`config.mk`:
```
export PLATFORM = sky130hd
export DESIGN_NAME = servo_pwm_array
export DESIGN_NICKNAME = d
export VERILOG_FILES = /design/src/rtl/servo_pkg.sv /design/src/rtl/servo_slew_ch.sv /design/src/rtl/servo_pwm_array.sv
export SDC_FILE = /design/constraint.sdc
export NUM_CORES = 1
export LEC_CHECK = 0
export CAP_MARGIN = 5
export CORE_MARGIN = 10
export CORE_UTILIZATION = 50
export DETAILED_ROUTE_END_ITERATION = 6
export GPL_ROUTABILITY_DRIVEN = 0
export MAX_ROUTING_LAYER = met4
export PLACE_DENSITY = 0.68
export SLEW_MARGIN = 20
export SYNTH_ARGS = -nofsm -noshare
export SYNTH_HDL_FRONTEND = slang
export SYNTH_SLANG_ARGS = --single-unit
```
`constraint.sdc`:
```
create_clock -name clk -period 5.6 [get_ports clk]
set_input_delay 1.12 -clock clk [delete_from_list [all_inputs] [get_ports clk]]
set_output_delay 1.12 -clock clk [all_outputs]
set_load 0.01 [all_outputs]
```
`src/rtl/servo_pkg.sv`:
```
// Shared constants, handshake state type and position-to-width mapping helpers
// for the multi-channel servo PWM generator.
package servo_pkg;

    localparam int unsigned DEF_PERIOD_CYC = 2_500_000;
    localparam int unsigned DEF_MIN_CYC    = 125_000;
    localparam int unsigned DEF_MAX_CYC    = 250_000;
    localparam int unsigned DEF_STEP_CYC   = 2_500;
    localparam int unsigned DEF_CENTER     = (DEF_MIN_CYC + DEF_MAX_CYC) / 2;
    localparam int unsigned DEF_POS_W      = 12;

    typedef enum logic [1:0] {
        HS_READY = 2'd0,
        HS_WAIT1 = 2'd1,
        HS_WAIT2 = 2'd2
    } hs_state_t;

    // Full-precision product pos * (MAX - MIN); callers narrow to POS_W + CNT_W.
    function automatic logic [63:0] map_product(input logic [31:0] pos, input logic [31:0] span);
        return 64'(pos) * 64'(span);
    endfunction

    // Final width: MIN + (product >> POS_W), always inside [MIN, MAX).
    function automatic logic [63:0] map_width(input logic [63:0] prod,
                                              input logic [31:0] min_cyc,
                                              input int unsigned pos_w);
        return 64'(min_cyc) + (prod >> pos_w);
    endfunction

endpackage

```
`src/rtl/servo_slew_ch.sv`:
```
// One servo channel: target/current width registers, per-frame rate-limited
// slew, and the registered pwm and at_target outputs.
module servo_slew_ch
    import servo_pkg::*;
#(
    parameter int unsigned CNT_W    = 22,
    parameter int unsigned STEP_CYC = DEF_STEP_CYC,
    parameter int unsigned CENTER   = DEF_CENTER
) (
    input  logic             clk,
    input  logic             rst,
    input  logic             boundary,
    input  logic [CNT_W-1:0] cnt,
    input  logic             en,
    input  logic             wr,
    input  logic [CNT_W-1:0] width,
    output logic             pwm,
    output logic             at_target
);

    localparam logic [CNT_W-1:0] STEP   = CNT_W'(STEP_CYC);
    localparam logic [CNT_W-1:0] CENTRE = CNT_W'(CENTER);

    logic [CNT_W-1:0] target;
    logic [CNT_W-1:0] cur;
    logic [CNT_W-1:0] target_d;
    logic [CNT_W-1:0] cur_d;

    // Slew uses the pre-write target, so a write on the boundary cycle waits a frame.
    always_comb begin
        target_d = wr ? width : target;
        cur_d    = cur;
        if (boundary) begin
            if (target > cur) begin
                cur_d = ((target - cur) <= STEP) ? target : cur + STEP;
            end else if (cur > target) begin
                cur_d = ((cur - target) <= STEP) ? target : cur - STEP;
            end
        end
    end

    always_ff @(posedge clk or negedge rst) begin
        if (!rst) begin
            target    <= CENTRE;
            cur       <= CENTRE;
            at_target <= 1'b1;
            pwm       <= 1'b0;
        end else begin
            target    <= target_d;
            cur       <= cur_d;
            at_target <= (cur_d == target_d);
            pwm       <= en && (cnt < cur);
        end
    end

endmodule

```
`src/rtl/servo_pwm_array.sv`:
```
// Multi-channel servo PWM generator: shared frame counter, valid/ready command
// intake, two-stage position mapping pipeline and per-channel slew instances.
module servo_pwm_array
    import servo_pkg::*;
#(
    parameter int unsigned N_CH       = 2,
    parameter int unsigned PERIOD_CYC = DEF_PERIOD_CYC,
    parameter int unsigned MIN_CYC    = DEF_MIN_CYC,
    parameter int unsigned MAX_CYC    = DEF_MAX_CYC,
    parameter int unsigned POS_W      = DEF_POS_W,
    parameter int unsigned STEP_CYC   = DEF_STEP_CYC,
    parameter int unsigned CNT_W      = $clog2(PERIOD_CYC),
    parameter int unsigned CH_W       = (N_CH > 1) ? $clog2(N_CH) : 1
) (
    input  logic             clk,
    input  logic             rst,
    input  logic             cmd_valid,
    output logic             cmd_ready,
    input  logic [CH_W-1:0]  cmd_ch,
    input  logic [POS_W-1:0] cmd_pos,
    input  logic [N_CH-1:0]  ch_en,
    output logic [N_CH-1:0]  pwm,
    output logic [N_CH-1:0]  at_target,
    output logic             frame_start,
    output logic             cmd_err
);

    localparam int unsigned PROD_W = POS_W + CNT_W;
    localparam int unsigned SPAN   = MAX_CYC - MIN_CYC;
    localparam int unsigned CENTER = (MIN_CYC + MAX_CYC) / 2;

    logic [CNT_W-1:0] cnt;
    logic             boundary_c;

    hs_state_t state;
    hs_state_t state_d;
    logic      accept_c;

    logic              s1_valid;
    logic [CH_W-1:0]   s1_ch;
    logic [PROD_W-1:0] s1_prod;
    logic              s1_ch_ok_c;
    logic              s2_valid;
    logic [CH_W-1:0]   s2_ch;
    logic [CNT_W-1:0]  s2_width;

    // Free-running frame counter; frame_start is high while cnt is 0.
    assign boundary_c = (cnt == CNT_W'(PERIOD_CYC - 1));

    always_ff @(posedge clk or negedge rst) begin
        if (!rst) begin
            cnt         <= '0;
            frame_start <= 1'b0;
        end else begin
            cnt         <= boundary_c ? '0 : cnt + CNT_W'(1);
            frame_start <= boundary_c;
        end
    end

    // Handshake: two dead cycles after each accept while the pipeline drains.
    always_ff @(posedge clk or negedge rst) begin
        if (!rst) begin
            state     <= HS_WAIT2;
            cmd_ready <= 1'b0;
        end else begin
            state     <= state_d;
            cmd_ready <= (state_d == HS_READY);
        end
    end

    always_comb begin
        state_d  = state;
        accept_c = 1'b0;
        case (state)
            HS_READY: begin
                if (cmd_valid) begin
                    accept_c = 1'b1;
                    state_d  = HS_WAIT1;
                end
            end
            HS_WAIT1: state_d = HS_WAIT2;
            HS_WAIT2: state_d = HS_READY;
            default:  state_d = HS_READY;
        endcase
    end

    // Stage 1 holds the full-width product, stage 2 the final width and write strobe.
    assign s1_ch_ok_c = (32'(s1_ch) < N_CH);

    always_ff @(posedge clk or negedge rst) begin
        if (!rst) begin
            s1_valid <= 1'b0;
            s1_ch    <= '0;
            s1_prod  <= '0;
            s2_valid <= 1'b0;
            s2_ch    <= '0;
            s2_width <= '0;
            cmd_err  <= 1'b0;
        end else begin
            s1_valid <= accept_c;
            if (accept_c) begin
                s1_ch   <= cmd_ch;
                s1_prod <= PROD_W'(map_product(32'(cmd_pos), SPAN));
            end
            s2_valid <= s1_valid && s1_ch_ok_c;
            cmd_err  <= s1_valid && !s1_ch_ok_c;
            if (s1_valid) begin
                s2_ch    <= s1_ch;
                s2_width <= CNT_W'(map_width(64'(s1_prod), MIN_CYC, POS_W));
            end
        end
    end

    for (genvar i = 0; i < N_CH; i++) begin : g_ch
        logic wr_c;
        assign wr_c = s2_valid && (s2_ch == CH_W'(i));

        servo_slew_ch #(
            .CNT_W    (CNT_W),
            .STEP_CYC (STEP_CYC),
            .CENTER   (CENTER)
        ) u_ch (
            .clk       (clk),
            .rst       (rst),
            .boundary  (boundary_c),
            .cnt       (cnt),
            .en        (ch_en[i]),
            .wr        (wr_c),
            .width     (s2_width),
            .pwm       (pwm[i]),
            .at_target (at_target[i])
        );
    end

endmodule

```
==> impl_metrics.yaml, run 1 <==
outcome:
  status: "completed"
synth:
  postSynthNetCount: 2492
  asyncSetResetFlopFracSynth: 1.000
  dominantRegCellSynth: "sky130_fd_sc_hd__dfrtp_1"
  netlist-cell-type-count: 91
  register_bit_count_reported_by_yosys: 157
  synth-warning-count: 0
  synth_cells: 2224
  synth_enable_flop_cells: 0
  synth.yosys.seq_area_share: 0.2215
  post_synth_instance_area_sq_um: 17980
  syn_avg_cell_area_sq_um: 8.084
power_and_ir_drop:
  power.share.combinational: 0.635
  design_power_total_mw: 8.306
  powerDensity_nw_per_um2: 400.3
  power.share.clock: 0.143
  static-leakage-power_nw: 9.526
  internal-power_mw: 4.398
  netSwitchingPower_mw: 3.908
  fraction_of_power_spent_switching_nets: 0.4705
  power_frac_seq: 0.222
  vdd.ir_drop.worst_v: 0.0003975
timing:
  finalSetupViolations: 0
  rsz0062_at_grt: "no"
  finalCritPeriodShare: 0.9823
  worst-slew-pin-transition_ns: 1.120
  final_critical_delay_including_setup_and_external_delays_ns: 5.501
  hold_viol: 0
  fmax_mhz: 181.8
  worst_slew_margin: 0.2516
  fin_skew_ns: 0.009728
  maxSlewViolCount: 0
  layout_setup_ws_ns: 0.09911
routing:
  ant_nets: 0
  dr_total_vias: 17780
  route.detailed.vias_per_inst: 6.271
  detail_route.wl_per_cell_um: 20.38
  drt_drc_violations_left: 0
  postRouteWirelength_mm: 57.77
  detail_route.iter0.violations: 1898
  detail_route.first_pass.iterations: 7
clock_network:
  clk_path_buf_depth: 2
  worst_setup_hold_path_clk_slew_ns: 0.07
  clk_latency_ns: 0.44
  post_cts_hold_buffer_count: 0
  tritoncts: "yes"
  cts.sinks: 157
  tritoncts.num_buffers: 17
  cts.htree.levels: 4
  root_buffer: "sky130_fd_sc_hd__clkbuf_16"
floorplanning:
  initial_utilization: 0.5067
  floorplan.die.width_um: 209.6
  std_cell_rows: 69
  fp.dieH_um: 209.6
  top_level_ports: 25
  dieArea_sq_um: 43940
  core_outline_area_sq_um: 35480
critical_path:
  cp.required_ns: 5.99
  worstSetupStartpointType: "flip-flop"
  cp_slowest_stage_delay_ns: 0.59
  setup.worst_path.start: "g_ch[1].u_ch.cur[10]$_DFF_PN1_"
  crit_slowest_cell: "sky130_fd_sc_hd__dfstp_2"
  worstPathMaxFanout: 6
  kind_of_critical_path: "flip-flop to flip-flop"
  r2r_cells: 18
  cp_data_arrival_time_ns: 5.89
  rr_endpoint: "g_ch[1].u_ch.at_target$_DFF_PN1_"
  path_cells: "inv_1 > ha_1 > nand2_1 > nor2_1 > nand2_1 > a211oi_2 > o211ai_1 > and3b_1 > or4_1 > or2_1 > or2_0 > a221o_1 > a222oi_1 > o32a_2 > nand4_1 > or4_4 > nor4_4 > buf_4"
  worst_reg2reg_path_startpoint: "g_ch[1].u_ch.cur[10]$_DFF_PN1_"
  critical_path.most_common_cell: "sky130_fd_sc_hd__nand2_1"
  timing.critical_path.to_type: "flip-flop"
  worst-r2r-setup-slack_ns: 0.1
global_routing:
  grt_antenna_before_repair: 0
  grt_pass1_wl_mm: 91.16
  first_global_vias: 16890
  globalRouteOverflowTotal: 0
  grt_start_max_net_pins: 99
  groute.usage.overall: 0.2604
min_path:
  worst_hold_path_type: "flip-flop to flip-flop"
  holdPathEnd: "cmd_ready$_DFF_PN0_"
  hold_start: "state[0]$_DFF_PN0_"
  hold-path-cell-count: 1
cells_and_area:
  antenna_cells_inserted: 0
  fraction_of_final_layout_cells_with_drive_strength_greater_than_1: 0.1571
  final_nets: 2629
  area_growth_syn_to_layout_pct: 15.41
run:
  drv.max_cap_violation_count: 0
placed_design:
  hpwlAfterDp_mm: 45.61
  preCtsSetupSlack_ns: -0.5233
  port_buffers: 23
-- through the flow --
step | setup TNS, ns | instances | area (sq um) | utilization | hold WS (ns)
final | 0 | 2835 | 20750 | 0.5848 | 0.4601
after detailed placement | -2.253 | 2799 | 19880 | 0.5603 | 0.4584
after CTS | 0 | 2832 | 20510 | 0.5782 | 0.4664
after floorplan | 0 | 2224 | 17980 | - | 0.3519
after global routing | 0 | 2835 | 20750 | 0.5848 | 0.5098
after global placement | -1.550 | 2799 | 19880 | 0.5603 | 0.4467
-- cell usage in the layout, fill, tap and decap left out, types with 26 or more instances in the layout --
master                     count
sky130_fd_sc_hd__nand3_1      71
sky130_fd_sc_hd__mux2i_1      33
sky130_fd_sc_hd__inv_1       187
sky130_fd_sc_hd__fa_1         34
sky130_fd_sc_hd__xor2_1       46
sky130_fd_sc_hd__xnor2_1     110
sky130_fd_sc_hd__nand4_1      38
sky130_fd_sc_hd__a21oi_1     141
sky130_fd_sc_hd__nor3_1       59
sky130_fd_sc_hd__dfstp_2      43
sky130_fd_sc_hd__nor2_1      138
sky130_fd_sc_hd__nand2_1     178
sky130_fd_sc_hd__a21o_1       54
sky130_fd_sc_hd__nand2b_1     26
sky130_fd_sc_hd__dfrtp_1     114
sky130_fd_sc_hd__ha_1        213
sky130_fd_sc_hd__o21ai_0     149
sky130_fd_sc_hd__buf_4       202
-- layout make-up --
class / instances / area (sq um)
sequential: 157 / 3983
timing repair buffer: 228 / 1807
tap: 461 / 576.8
clock inverter: 15 / 170.2
inverter: 195 / 732.0
clock buffer: 17 / 425.4
multi-input combinational: 1762 / 13060
fill: 3202 / 14730
-- cell families (layout without fill, tap and decap cells) --
| family | Yosys count | count (layout) | share of synthesized area |
|---|---|---|---|
| AND/OR/NAND/NOR | 671 | 671 | 0.1867 |
| buffers and inverters | 305 | 455 | 0.06604 |
| adder cells (fa/ha/maj) | 250 | 250 | 0.1882 |
| flip-flops | 157 | 157 | 0.2215 |
| XOR/XNOR | 157 | 157 | 0.07648 |
| other | 1 | 1 | 0.0002086 |
| multiplexers | 58 | 58 | 0.03396 |
| AO/OA/AOI/OAI | 625 | 625 | 0.2269 |
-- sequential cells by signal (all words and copies together) (netlist names), 2 cells and up --
name                 count
g_ch.u_ch.cur           44
s1_prod                 17
g_ch.u_ch.target        44
s2_width                18
cnt                     22
g_ch.u_ch.pwm            2
state                    2
g_ch.u_ch.at_target      2
-- routing by layer --
metal	vias up	share of wire	track usage
li1	8258	-	-
met1	8365	0.41	0.3265
met2	935	0.46	0.4084
met3	219	0.081	0.03727
met4	0	0.048	0.1206
met5	-	0	-
-- worst max-delay path by stage --
stage | end | slack (ns) | cells after the start
final | g_ch[1].u_ch.at_target$_DFF_PN1_ | 0.1 | 18
after global routing | g_ch[0].u_ch.at_target$_DFF_PN1_ | 0.004 | 20
after CTS | g_ch[0].u_ch.at_target$_DFF_PN1_ | 0.004 | 20
after detailed placement | s1_prod[28]$_DFFE_PN0P_ | -0.52 | 19
after global placement | s1_prod[28]$_DFFE_PN0P_ | -0.45 | 19
after floorplan | s1_prod[28]$_DFFE_PN0P_ | 0.13 | 18
-- critical path, delay by kind of cell, from the launching register on --
kind,cells,cell delay [ns]
AND/OR/NAND/NOR,10,2.59
AO/OA/AOI/OAI,5,1.60
buffers and inverters,2,0.32
flip-flops,1,0.59
adder cells (fa/ha/maj),1,0.33
-- power groups by stage --
stage	Sequential, mW	Combinational [mW]	Clock [mW]
2_1_floorplan	1.64	3.44	0
3_3_place_gp	1.84	4.88	0
3_5_place_dp	1.84	4.98	0
4_1_cts	1.83	5.04	1.21
5_1_grt	1.87	5.77	1.25
6_report	1.84	5.27	1.19
-- timing repair --
action / in CTS / in global routing
gates resized for setup: 9 / 49
setup buffers: 1 / 3
endpoints found under the setup margin: 4 / 5
pin swaps: 5 / 18
hold endpoints to repair: 0 / 0
-- Yosys cell counts (34+ instances only) --
cell	count	area [sq um]
sky130_fd_sc_hd__xnor2_1	111	972.2
sky130_fd_sc_hd__fa_1	34	680.7
sky130_fd_sc_hd__o21ai_0	154	770.7
sky130_fd_sc_hd__dfstp_2	43	1130
sky130_fd_sc_hd__dfrtp_1	114	2853
sky130_fd_sc_hd__inv_1	188	705.7
sky130_fd_sc_hd__nor3_1	62	310.3
sky130_fd_sc_hd__nand2_1	178	668.1
sky130_fd_sc_hd__nor2_1	139	521.8
sky130_fd_sc_hd__nand3_1	71	355.3
sky130_fd_sc_hd__nand4_1	38	237.7
sky130_fd_sc_hd__mux2i_1	34	340.3
sky130_fd_sc_hd__a21o_1	54	405.4
sky130_fd_sc_hd__a21oi_1	146	730.7
sky130_fd_sc_hd__clkbuf_1	86	322.8
sky130_fd_sc_hd__ha_1	216	2703
sky130_fd_sc_hd__xor2_1	46	402.9
No activity file was read; power rests on OpenSTA's default activity.
==> inputs of run 2 (changes only) <==
- DONT_BUFFER_PORTS: unset -> 1
==> impl_metrics.yaml, run 2 (synthesis results as in run 1) <==
outcome:
  status: "completed"
routing:
  detail_route.iter0.violations: 2235
  route.detailed.vias_per_inst: 6.373
  ant_nets: 0
  detail_route.wl_per_cell_um: 21.01
  drt_drc_violations_left: 0
  dr_total_vias: 17370
  postRouteWirelength_mm: 57.27
  detail_route.first_pass.iterations: 6
power_and_ir_drop:
  static-leakage-power_nw: 8.961
  vdd.ir_drop.worst_v: 0.0002246
  powerDensity_nw_per_um2: 402.7
cells_and_area:
  area_growth_syn_to_layout_pct: 10.08
  fraction_of_final_layout_cells_with_drive_strength_greater_than_1: 0.1197
  final_cell_mix: "sky130_fd_sc_hd__ha_1, sky130_fd_sc_hd__inv_1, sky130_fd_sc_hd__nand2_1"
  fin_util: 0.5578
  final_common_cell: "sky130_fd_sc_hd__ha_1"
  final_nets: 2519
  biggestRegsByFlops: "g_ch.u_ch.cur (44), g_ch.u_ch.target (44), cnt (22)"
clock_network:
  tritoncts: "yes"
  clk_path_buf_depth: 2
  root_buffer: "sky130_fd_sc_hd__clkbuf_16"
  clk_latency_ns: 0.45
  cts.sinks: 157
  worst_setup_hold_path_clk_slew_ns: 0.08
  tritoncts.num_buffers: 17
  cts.htree.levels: 4
floorplanning:
  floorplan.die.width_um: 209.6
  dieArea_sq_um: 43940
  core_outline_area_sq_um: 35480
  fp.dieH_um: 209.6
  top_level_ports: 25
  initial_utilization: 0.5067
  std_cell_rows: 69
critical_path:
  cp_data_arrival_time_ns: 5.81
  cp_slowest_stage_delay_ns: 0.60
  critical-path-top-delay-family: "simple AND/OR/NAND/NOR gates"
  worst-r2r-setup-slack_ns: 0.14
  timing.critical_path.buf_inv: 2
  path_cells: "clkinv_1 > ha_1 > a21o_1 > a21o_1 > a21o_1 > or4_1 > nand4_1 > a311oi_1 > or4_1 > or2_1 > or2_1 > buf_4 > nor2_1 > a2111oi_0 > a32oi_1 > nand4_1 > or4_1 > nor4_2"
  worstSetupStartpointType: "flip-flop"
  cp.required_ns: 5.96
  crit_slowest_cell: "sky130_fd_sc_hd__dfstp_2"
  worstPathMaxFanout: 8
  timing.critical_path.to_type: "flip-flop"
  kind_of_critical_path: "flip-flop to flip-flop"
timing:
  finalCritPeriodShare: 0.9745
  worst-slew-pin-transition_ns: 0.9392
  finalSetupViolations: 0
  final_critical_delay_including_setup_and_external_delays_ns: 5.457
  worst_slew_margin: 0.3723
  holdWs_ns: 0.3801
  hold_viol: 0
  fin_skew_ns: 0.01763
  fmax_mhz: 183.2
  maxSlewViolCount: 0
global_routing:
  globalRouteMet2Util: 0.4038
  grt.met3_usage: 0.04647
  first_global_vias: 16660
  grt_most_used_layer: "met2"
  groute.usage.overall: 0.2619
  globalRouteOverflowTotal: 0
  grt_start_max_net_pins: 158
  grt_pass1_wl_mm: 91.21
  groute.layer.met1.usage: 0.3260
  grt_antenna_before_repair: 1
min_path:
  worst_hold_path_type: "input port to asynchronous set/reset pin"
placed_design:
  port_buffers: 0
  hpwlAfterDp_mm: 44.84
run:
  drv.max_cap_violation_count: 0
==> run 2: final cells by class <==
type / count / area, sq um
antenna: 1 / 2.502
clock buffer: 17 / 425.4
clock inverter: 15 / 196.4
fill: 3290 / 15690
inverter: 195 / 732.0
multi-input combinational: 1762 / 12950
sequential: 157 / 3984
tap: 461 / 576.8
timing repair buffer: 118 / 923.4
==> run 2: final timing paths <==
check | from | end | depth (start not counted)
worst max-delay path | g_ch[1].u_ch.cur[12]$_DFF_PN1_ | g_ch[1].u_ch.at_target$_DFF_PN1_ | 18
worst min register to register | state[0]$_DFF_PN0_ | cmd_ready$_DFF_PN0_ | 1
worst max register to register | g_ch[1].u_ch.cur[12]$_DFF_PN1_ | g_ch[1].u_ch.at_target$_DFF_PN1_ | 18
max in group asynchronous | rst | g_ch[0].u_ch.target[17]$_DFF_PN1_ | 0
min in group clk | state[0]$_DFF_PN0_ | cmd_ready$_DFF_PN0_ | 1
worst min-delay path | rst | g_ch[1].u_ch.cur[19]$_DFF_PN0_ | 0
==> run 2: where the power goes <==
group / internal, mW / leakage [nW] / switching [mW]
clock network: 0.648 / 0.300 / 0.585
registers: 1.45 / 1.91 / 0.376
logic: 2.06 / 6.75 / 2.85
total: 4.16 / 8.96 / 3.81
==> run 2: repair_timing <==
action	4_1_cts	5_1_grt
hold buffers	0	0
buffers inserted	0	1
resized for setup	4	30
endpoints found under the setup margin	1	2
pin swaps	0	7
endpoints found under the hold margin	0	0
==> run 2: layer usage <==
layer	vias up	routed length, um
met1	8135	23450
met2	964	25690
met4	0	3069
li1	8028	-
met5	-	0
met3	247	5060
==> run 2: through the flow <==
step	cell area (sq um)	worst slack (ns)	setup TNS, ns	std cells	power [mW]
2_1_floorplan	17980	0.1317	0	2224	5.085
3_3_place_gp	19030	-0.1407	-0.1407	2692	6.429
3_5_place_dp	19030	-0.1103	-0.1103	2692	6.532
4_1_cts	19660	0.004304	0	2724	7.800
5_1_grt	19790	-0.01519	-0.01519	2726	8.554
6_report	19790	0.1426	0	2726	7.971
==> inputs of run 3 (changes only) <==
- CORE_UTILIZATION: 50 -> 55
- PLACE_DENSITY: 0.68 -> 0.73
==> impl_metrics.yaml, run 3 (synthesis results as in run 1) <==
routing:
  detail_route.iter0.violations: 2463
  dr_total_vias: 17710
  detail_route.wl_per_cell_um: 21.78
  route.detailed.vias_per_inst: 6.540
  postRouteWirelength_mm: 58.98
  drt_drc_violations_left: 0
  detail_route.first_pass.iterations: 7
  ant_nets: 0
timing:
  finalCritPeriodShare: 0.9941
  worst-slew-pin-transition_ns: 0.9829
  fin_skew_ns: 0.01135
  holdWs_ns: 0.3867
  hold_viol: 0
  maxSlewViolCount: 0
  worst_slew_margin: 0.3418
  final_critical_delay_including_setup_and_external_delays_ns: 5.567
  fmax_mhz: 179.6
  layout_setup_ws_ns: 0.03288
  finalSetupViolations: 0
floorplanning:
  core_outline_area_sq_um: 32370
  floorplan.die.width_um: 200.8
  initial_utilization: 0.5554
  std_cell_rows: 66
  fp.dieH_um: 200.8
  dieArea_sq_um: 40320
  top_level_ports: 25
cells_and_area:
  final_common_cell: "sky130_fd_sc_hd__ha_1"
  fin_cells: 2708
  fraction_of_final_layout_cells_with_drive_strength_greater_than_1: 0.1193
  area_growth_syn_to_layout_pct: 9.680
  final_cell_mix: "sky130_fd_sc_hd__ha_1, sky130_fd_sc_hd__inv_1, sky130_fd_sc_hd__nand2_1"
  final_nets: 2518
  fillerInstances: 2873
  biggestRegsByFlops: "g_ch.u_ch.cur (44), g_ch.u_ch.target (44), cnt (22)"
power_and_ir_drop:
  power.share.clock: 0.148
  fraction_of_power_spent_switching_nets: 0.4867
  power.share.combinational: 0.619
  internal-power_mw: 4.083
  netSwitchingPower_mw: 3.872
  vdd.ir_drop.worst_v: 0.0002143
  static-leakage-power_nw: 8.928
  powerDensity_nw_per_um2: 403.4
  power_frac_seq: 0.234
global_routing:
  grt_start_max_net_pins: 158
  globalRouteOverflowTotal: 0
  grt_pass1_wl_mm: 93.07
  groute.usage.overall: 0.2918
  first_global_vias: 16730
  grt_antenna_before_repair: 2
critical_path:
  setup.worst_path.start: "g_ch[1].u_ch.cur[6]$_DFF_PN1_"
  cp.required_ns: 5.95
  worstPathMaxFanout: 10
  timing.critical_path.to_type: "flip-flop"
  crit_slowest_cell: "sky130_fd_sc_hd__dfstp_2"
  cp_data_arrival_time_ns: 5.92
  path_cells: "inv_1 > ha_1 > buf_4 > nand4_1 > a21oi_1 > o21a_1 > or2_1 > xor2_1 > a211oi_1 > o211ai_1 > or4_4 > a311o_1 > a222oi_1 > o32a_2 > nand4_1 > or4_1 > nor4_2"
  worst_reg2reg_path_startpoint: "g_ch[1].u_ch.cur[6]$_DFF_PN1_"
  kind_of_critical_path: "flip-flop to flip-flop"
  critical-path-top-delay-family: "compound AO/OA/AOI/OAI gates"
  worstSetupStartpointType: "flip-flop"
  critical_path.most_common_cell: "sky130_fd_sc_hd__nand4_1"
  timing.critical_path.buf_inv: 2
  cp_slowest_stage_delay_ns: 0.61
clock_network:
  cts.htree.levels: 4
  clk_path_buf_depth: 2
  tritoncts: "yes"
  cts.sinks: 157
  root_buffer: "sky130_fd_sc_hd__clkbuf_16"
  worst_setup_hold_path_clk_slew_ns: 0.08
  tritoncts.num_buffers: 17
  clk_latency_ns: 0.45
outcome:
  status: "completed"
placed_design:
  preCtsSetupSlack_ns: 0.03456
  hpwlAfterDp_mm: 46.03
  place.detailed.instances: 2670
  port_buffers: 0
min_path:
  worst_hold_path_type: "input port to asynchronous set/reset pin"
run:
  drv.max_cap_violation_count: 0
[run 3: final cells by class]
class / instances / area [sq um] / area share
repair buffers: 117 / 928.4 / 0.04708
well taps: 442 / 553.0 / 0.02804
clock inverters: 14 / 143.9 / 0.007296
diodes: 3 / 7.507 / 0.0003807
clock buffers: 18 / 429.2 / 0.02176
multi-input cells: 1762 / 12940 / 0.6563
flip-flops and latches: 157 / 3984 / 0.2020
inverters: 195 / 732.0 / 0.03712
[run 3: power by group through the flow]
stage / clock network (mW) / registers [mW] / logic, mW
final: 1.17 / 1.86 / 4.92
after global placement: 0 / 1.85 / 4.55
after CTS: 1.18 / 1.84 / 4.72
after global routing: 1.23 / 1.87 / 5.36
after floorplan: 0 / 1.64 / 3.44
after detailed placement: 0 / 1.86 / 4.67
[run 3: worst paths after layout]
| kind | end | slack [ns] | depth (start not counted) |
|---|---|---|---|
| setup / recovery | g_ch[1].u_ch.at_target$_DFF_PN1_ | 0.03 | 17 |
| hold / removal | g_ch[1].u_ch.cur[16]$_DFF_PN0_ | 0.39 | 0 |
| setup reg to reg | g_ch[1].u_ch.at_target$_DFF_PN1_ | 0.03 | 17 |
| hold reg to reg | cmd_ready$_DFF_PN0_ | 0.47 | 1 |
| max in group asynchronous | g_ch[0].u_ch.cur[14]$_DFF_PN1_ | 4.83 | 0 |
| min in group clk | cmd_ready$_DFF_PN0_ | 0.47 | 1 |
[run 3: worst reg2reg max path: cells and delay by family (launching register included)]
family	cells	cell delay (ns)
AO/OA/AOI/OAI	7	2.20
XOR/XNOR	1	0.11
adder cells (fa/ha/maj)	1	0.34
buffers and inverters	2	0.33
flip-flops	1	0.61
AND/OR/NAND/NOR	6	1.90
[run 3: through the flow]
stage                     total power [mW]  utilization  area (sq um)  TNS (ns)
after floorplan                      5.085            -         17980         0
after global placement               6.391       0.5869         19000         0
after detailed placement             6.525       0.5869         19000         0
after CTS                            7.733       0.6046         19570         0
after global routing                 8.457       0.6090         19720  -0.03515
final                                7.955       0.6092         19720         0
[run 3: layer usage]
layer,track usage,wire (um),share of wire
met1,0.3706,23670,0.40
met2,0.4447,26150,0.44
met3,0.06616,6637,0.11
met4,0.1117,2525,0.043
met5,-,0,0
[run 3: repair_timing]
action,CTS,global route
hold buffers,0,0
buffers inserted,0,3
endpoints found under the setup margin,0,2
gates resized for setup,0,37
